<file path="src/rtl/pipe_hazard_pkg.sv">
// Shared types for the pipeline hazard/stall sequencer: FSM states, winning-condition
// codes and the control bundle driven to the pipeline registers.
package pipe_hazard_pkg;

  typedef enum logic [1:0] {
    ST_RUN      = 2'd0,
    ST_LU_STALL = 2'd1,
    ST_MEM_WAIT = 2'd2,
    ST_RECOVER  = 2'd3
  } hz_state_e;

  // Which condition wins the per-cycle priority (busy > load_use > branch > normal).
  typedef enum logic [1:0] {
    WIN_NORMAL   = 2'd0,
    WIN_BRANCH   = 2'd1,
    WIN_LOAD_USE = 2'd2,
    WIN_BUSY     = 2'd3
  } hz_win_e;

  localparam int STATE_W  = 2;
  localparam int REG_ZERO = 0;
  localparam int CTRL_W   = 6;

  typedef struct packed {
    logic pc_write;
    logic ifid_write;
    logic ifid_flush;
    logic idex_stall;
    logic idex_bubble;
    logic freeze;
  } hz_ctrl_t;

  localparam hz_ctrl_t CTRL_RESET  = '{1'b0, 1'b0, 1'b1, 1'b0, 1'b1, 1'b0};
  localparam hz_ctrl_t CTRL_BUSY   = '{1'b0, 1'b0, 1'b0, 1'b1, 1'b0, 1'b1};
  localparam hz_ctrl_t CTRL_LU     = '{1'b0, 1'b0, 1'b0, 1'b0, 1'b1, 1'b0};
  localparam hz_ctrl_t CTRL_BRANCH = '{1'b1, 1'b1, 1'b1, 1'b0, 1'b0, 1'b0};
  localparam hz_ctrl_t CTRL_NORMAL = '{1'b1, 1'b1, 1'b0, 1'b0, 1'b0, 1'b0};

endpackage

</file>
<file path="src/rtl/pipe_hazard_ctrl_hazard_cmp.sv">
// Combinational load-use comparator: a load in EX whose destination is read by the
// instruction in ID. Register $0 never creates a dependence.
module hazard_cmp
  import pipe_hazard_pkg::*;
#(
  parameter int REG_AW = 5
) (
  input  logic [REG_AW-1:0] id_rs_i,
  input  logic [REG_AW-1:0] id_rt_i,
  input  logic              id_uses_rt_i,
  input  logic [REG_AW-1:0] ex_rt_i,
  input  logic              ex_memread_i,
  output logic              load_use_o
);

  logic w_dst_nonzero;
  logic w_rs_hit;
  logic w_rt_hit;

  assign w_dst_nonzero = (ex_rt_i != REG_AW'(REG_ZERO));
  assign w_rs_hit      = (ex_rt_i == id_rs_i);
  assign w_rt_hit      = id_uses_rt_i && (ex_rt_i == id_rt_i);
  assign load_use_o    = ex_memread_i && w_dst_nonzero && (w_rs_hit || w_rt_hit);

endmodule

</file>
<file path="src/rtl/pipe_hazard_ctrl.sv">
// Hazard and stall sequencer for the 5-stage MIPS pipeline. Optional performance
// counters are built when HAZARD_PERF_EN is defined.
module pipe_hazard_ctrl
  import pipe_hazard_pkg::*;
#(
  parameter int REG_AW       = 5,
  parameter int WAIT_TIMEOUT = 64,
  parameter int CNT_W        = 16
) (
  input  logic              clk,
  input  logic              rst_n,
  input  logic [REG_AW-1:0] id_rs_i,
  input  logic [REG_AW-1:0] id_rt_i,
  input  logic              id_uses_rt_i,
  input  logic [REG_AW-1:0] ex_rt_i,
  input  logic              ex_memread_i,
  input  logic              branch_taken_i,
  input  logic              dmem_busy_i,
  output logic              pc_write_o,
  output logic              ifid_write_o,
  output logic              ifid_flush_o,
  output logic              idex_stall_o,
  output logic              idex_bubble_o,
  output logic              freeze_o,
  output logic              timeout_o,
  output logic [STATE_W-1:0] state_o
`ifdef HAZARD_PERF_EN
  ,
  output logic [CNT_W-1:0]  lu_stall_cnt_o,
  output logic [CNT_W-1:0]  mem_wait_cnt_o,
  output logic [CNT_W-1:0]  flush_cnt_o
`endif
);

  localparam int WCNT_W = $clog2(WAIT_TIMEOUT + 1);

  hz_state_e         r_state;
  hz_state_e         w_state_nxt;
  hz_win_e           w_win;
  hz_ctrl_t          w_ctrl;
  logic              w_load_use;
  logic [WCNT_W-1:0] r_wait_cnt;
  logic              r_timeout;

  hazard_cmp #(.REG_AW(REG_AW)) u_hazard_cmp (
    .id_rs_i      (id_rs_i),
    .id_rt_i      (id_rt_i),
    .id_uses_rt_i (id_uses_rt_i),
    .ex_rt_i      (ex_rt_i),
    .ex_memread_i (ex_memread_i),
    .load_use_o   (w_load_use)
  );

  always_comb begin
    w_win = WIN_NORMAL;
    if (dmem_busy_i)         w_win = WIN_BUSY;
    else if (w_load_use)     w_win = WIN_LOAD_USE;
    else if (branch_taken_i) w_win = WIN_BRANCH;
  end

  always_comb begin
    w_state_nxt = ST_RUN;
    case (r_state)
      // Busy dropping always passes through RECOVER so a deferred load-use is re-seen.
      ST_MEM_WAIT: w_state_nxt = dmem_busy_i ? ST_MEM_WAIT : ST_RECOVER;
      ST_LU_STALL: w_state_nxt = dmem_busy_i ? ST_MEM_WAIT : ST_RUN;
      default: begin
        if (w_win == WIN_BUSY)          w_state_nxt = ST_MEM_WAIT;
        else if (w_win == WIN_LOAD_USE) w_state_nxt = ST_LU_STALL;
        else                            w_state_nxt = ST_RUN;
      end
    endcase
  end

  always_comb begin
    w_ctrl = CTRL_NORMAL;
    if (!rst_n) begin
      w_ctrl = CTRL_RESET;
    end else begin
      case (w_win)
        WIN_BUSY:     w_ctrl = CTRL_BUSY;
        WIN_LOAD_USE: w_ctrl = CTRL_LU;
        WIN_BRANCH:   w_ctrl = CTRL_BRANCH;
        default:      w_ctrl = CTRL_NORMAL;
      endcase
    end
  end

  always_ff @(posedge clk) begin
    if (!rst_n) begin
      r_state    <= ST_RUN;
      r_wait_cnt <= '0;
      r_timeout  <= 1'b0;
    end else begin
      r_state <= w_state_nxt;
      if (dmem_busy_i) begin
        if (r_wait_cnt != WCNT_W'(WAIT_TIMEOUT)) r_wait_cnt <= r_wait_cnt + WCNT_W'(1);
        // Set on the edge where the count reaches the limit; sticky afterwards.
        if (r_wait_cnt >= WCNT_W'(WAIT_TIMEOUT - 1)) r_timeout <= 1'b1;
      end else begin
        r_wait_cnt <= '0;
      end
    end
  end

`ifdef HAZARD_PERF_EN
  logic [CNT_W-1:0] r_lu_cnt;
  logic [CNT_W-1:0] r_mw_cnt;
  logic [CNT_W-1:0] r_fl_cnt;

  always_ff @(posedge clk) begin
    if (!rst_n) begin
      r_lu_cnt <= '0;
      r_mw_cnt <= '0;
      r_fl_cnt <= '0;
    end else begin
      if (w_win == WIN_LOAD_USE && r_lu_cnt != '1) r_lu_cnt <= r_lu_cnt + CNT_W'(1);
      if (w_win == WIN_BUSY     && r_mw_cnt != '1) r_mw_cnt <= r_mw_cnt + CNT_W'(1);
      if (w_win == WIN_BRANCH   && r_fl_cnt != '1) r_fl_cnt <= r_fl_cnt + CNT_W'(1);
    end
  end

  assign lu_stall_cnt_o = r_lu_cnt;
  assign mem_wait_cnt_o = r_mw_cnt;
  assign flush_cnt_o    = r_fl_cnt;
`endif

  assign pc_write_o    = w_ctrl.pc_write;
  assign ifid_write_o  = w_ctrl.ifid_write;
  assign ifid_flush_o  = w_ctrl.ifid_flush;
  assign idex_stall_o  = w_ctrl.idex_stall;
  assign idex_bubble_o = w_ctrl.idex_bubble;
  assign freeze_o      = w_ctrl.freeze;
  assign timeout_o     = r_timeout;
  assign state_o       = r_state;

endmodule

</file>
<file path="config.mk">
export PLATFORM = sky130hd
export DESIGN_NAME = pipe_hazard_ctrl
export DESIGN_NICKNAME = d
export VERILOG_FILES = /design/src/rtl/pipe_hazard_pkg.sv /design/src/rtl/pipe_hazard_ctrl_hazard_cmp.sv /design/src/rtl/pipe_hazard_ctrl.sv
export SDC_FILE = /design/constraint.sdc
export NUM_CORES = 1
export LEC_CHECK = 0
export ABC_AREA = 1
export CORE_UTILIZATION = 42
export CTS_CLUSTER_DIAMETER = 30
export DETAILED_ROUTE_END_ITERATION = 16
export GPL_TIMING_DRIVEN = 1
export PLACE_DENSITY = 0.9
export REMOVE_ABC_BUFFERS = 1
export SLEW_MARGIN = 20
export SYNTH_ARGS = -nofsm -noshare
export SYNTH_HDL_FRONTEND = slang
export SYNTH_SLANG_ARGS = --single-unit
</file>
<file path="constraint.sdc">
create_clock -name clk -period 1.5 [get_ports clk]
set_clock_uncertainty 0.05 [all_clocks]
set_input_delay 0.3 -clock clk [delete_from_list [all_inputs] [get_ports clk]]
set_output_delay 0.3 -clock clk [all_outputs]
set_load 0.05 [all_outputs]
</file>
==> impl_results.md <==
* Residual DRC count at 3
* Synthesized area at 736 sq um
* Final setup violation count at 5
* Violated checks: design-rule violations, negative setup slack
* Slew Limit Fails at 0
* HPWL after DPL at approximately 1800 microns
* Final period utilization at 118%
* Slew HR at 68.4%
* Setup ws final at -0.277 ns
* Share of layout cells above drive strength 1 at 48.2%
* Wl on met1 at 1140 microns
* Top sig layer: met4
* Flops & latches, synth at 10
* Core Box Area at 0.00158 sq mm
* Asr flop ratio synth at 0%
* Max-cap viol count at 0
* Layout Nets at 192
* Met2 WL post-DR at 1610 microns
* Hold Path End: timeout_o
* Reg2Reg Setup Slack at 0.11 ns
* Top_reg_cell synth: dfxtp_1
* Leak Pwr at between 0.0006 and 0.0007 uW
* Number of diodes at 0
* Period minus WS final at 1.78 ns
* IO Pins at 30
* Cells after DPL at 173
* Worst-path clk slew at 0.07 ns
* Longest Clk Path Bufs at 2
* Met3 WL at 199 microns
* Slew @ Worst Pin at around 0.47 ns
* Synth area leader: dfxtp_1
* Synthesized instance count at 121
* Multi-input gate area at ~490 sq um
* Post-synth top area share at a little over a quarter
* All-Layer GR Usage at 29.1%
* FMAX at 563 MHz
* Gr ovfl total at 0
* CTS hold repair buffers at 0
* Worst hold path class: reg -> reg
* Total power at 857 uW
* Initial core utilization at 46.7%
* Vias in the first global route at 1008
* Die area at between 0.0015 and 0.002 sq mm
* Post-synth cell types at 22
* Hold path cells at 2
* Reg2Reg Launch Point: r_wait_cnt[0]
* Clock sinks at 10
* Peak supply drop at slightly below 0.0005 V
* Syn_area_per_cell at 6.08 sq um
* Reg area at 200 sq um
* Pin count of the biggest net entering global routing at 7
* Vias/cell at 5.68
* Worst r2r dst: r_wait_cnt[0]
* Area Growth Syn to Fin at 83.5%
* RD Place Congestion at approximately 0.9
* CTS Buf Count at 3
* Routed vias at 1033
* H-tree levels at 1
* RSZ-0062 raised after global routing: true
* Synth top cells by count: nand2_1, inv_1, nor2_1, dfxtp_1, nand3_1
* Setup Crit Path Kind: in -> out
* Worst reg-to-reg path cell count at 7
* Final std cells w/o fill at ~180
* DP Area at 0.00119 sq mm
* Worst slack at placement at -0.565 ns
* Chip height at ~44 microns
* Post-Layout Inst Area at 0.00135 sq mm
* DR pass1 iterations at 10
* Post-synthesis sequential area ratio at a little over a quarter
* Top-count cell post-synth: nand2_1
* Cell area power density at around 630 mW/mm^2
* Final wirelength at about 3100 microns
* Post-synth EDFFs at 0
* HP Start: timeout_o
* Wire per inst at 17.2 microns
* IO Port Bufs at 29
* Global-route wire length before repair at 4130 microns
* Top post-synthesis cells by area: dfxtp_1, nand2_1, inv_1, ha_1, nor2_1
* Die Wd at 43.9 microns
* Initial drt markers at 31
* Number of antenna violations at the first check in global routing at 0
* Crit-path max FO at 3
* Critical Path Source Type: primary input
* Fillers at 73
* Final hold vios at 0
* Worst skew pair latency at 0.28 ns
* CP arrival at 1.43 ns
* Critical Path RT at 1.15 ns
* Core Util, Final at about 86%
* Post-route ant nets at 0
* CP endpoint kind: output port
* Number of core rows at 14
* Status: finished with violations
* Ys Warns at 0
* TritonCTS clock tree: built
* Clk root buf: clkbuf_4
==> report_power, final <==
part / internal (uW) / switching [uW]
clock network: 148 / 109
logic: 155 / 167
registers: 271 / 7.27
==> registers in the layout, indices dropped and copies added, names as in the netlist <==
register,flops
r_wait_cnt,7
state_o,2
timeout_o,1
==> critical path: stages <==
cell and delay (ns):
buf_8 0.11, inv_6 0.05, nand4_1 0.12, o21ai_1 0.28
inv_2 0.12, a21oi_2 0.17, buf_6 0.14, buf_12 0.13
==> cell families after synthesis <==
family	after synthesis	synth area share (%)
and+or+nand+nor	68	41.0
buffers and inverters	27	14.8
DFF	10	27.2
adders and majority gates	4	6.80
xor gates and xnor gates	2	2.38
AOI/OAI and AO/OA	10	7.82
==> cells in the final DEF, fill, tap and decap left out, types with 3 or more instances in the layout <==
| cell | netlist | routed |
|---|---|---|
| inv_2 | 6 | 9 |
| nand2_1 | 38 | 23 |
| clkbuf_4 | 0 | 3 |
| nor2_1 | 12 | 10 |
| dfxtp_1 | 10 | 10 |
| buf_8 | 0 | 4 |
| buf_2 | 0 | 4 |
| nand3_1 | 7 | 6 |
| buf_4 | 2 | 13 |
| nand2_2 | 2 | 16 |
| a21oi_1 | 4 | 3 |
| o21ai_1 | 2 | 3 |
| buf_12 | 0 | 9 |
| ha_1 | 4 | 4 |
| inv_1 | 19 | 12 |
| dlygate4sd2_1 | 0 | 3 |
| buf_6 | 0 | 8 |
==> layer usage <==
layer / track usage (%) / vias to the layer above
met2: 54.3 / 61
met5: 0 / -
met1: 28.3 / 487
met4: 16.4 / 0
met3: 8.33 / 23
li1: - / 462
==> how the worst max path moves through the flow <==
| stage | cells past startpoint | from | slack [ns] | to |
|---|---|---|---|---|
| after global placement | 10 | ex_rt_i[4] | -0.50 | idex_bubble_o |
| after detailed placement | 10 | ex_rt_i[4] | -0.56 | idex_bubble_o |
| final | 8 | ex_rt_i[1] | -0.28 | pc_write_o |
| after CTS | 10 | ex_rt_i[1] | -0.10 | idex_bubble_o |
| after floorplan | 5 | ex_rt_i[3] | -0.98 | ifid_write_o |
| after global routing | 8 | ex_rt_i[2] | -0.28 | pc_write_o |
==> metrics by stage <==
step                      hold WS (ns)  TNS [ns]
after floorplan                  0.360     -2.00
after global placement           0.423     -2.19
after detailed placement         0.431     -2.58
after CTS                        0.444    -0.252
after global routing             0.481     -1.20
final                            0.465     -1.10
==> layout make-up <==
class / instances / area share (%)
Inverter: 25 / 8.06
Clock buffer: 4 / 2.69
Timing Repair Buffer: 43 / 36.6
Sequential cell: 10 / 14.8
Tap cell: 16 / 1.48
Multi-Input combinational cell: 84 / 36.3
==> what timing repair did <==
item | in CTS | in global routing
pin swaps | 27 | 15
resized for setup | 92 | 26
buffers inserted | 5 | 0
endpoints found under the setup margin | 6 | 4
Note: power is estimated with default switching activity, not from simulation.
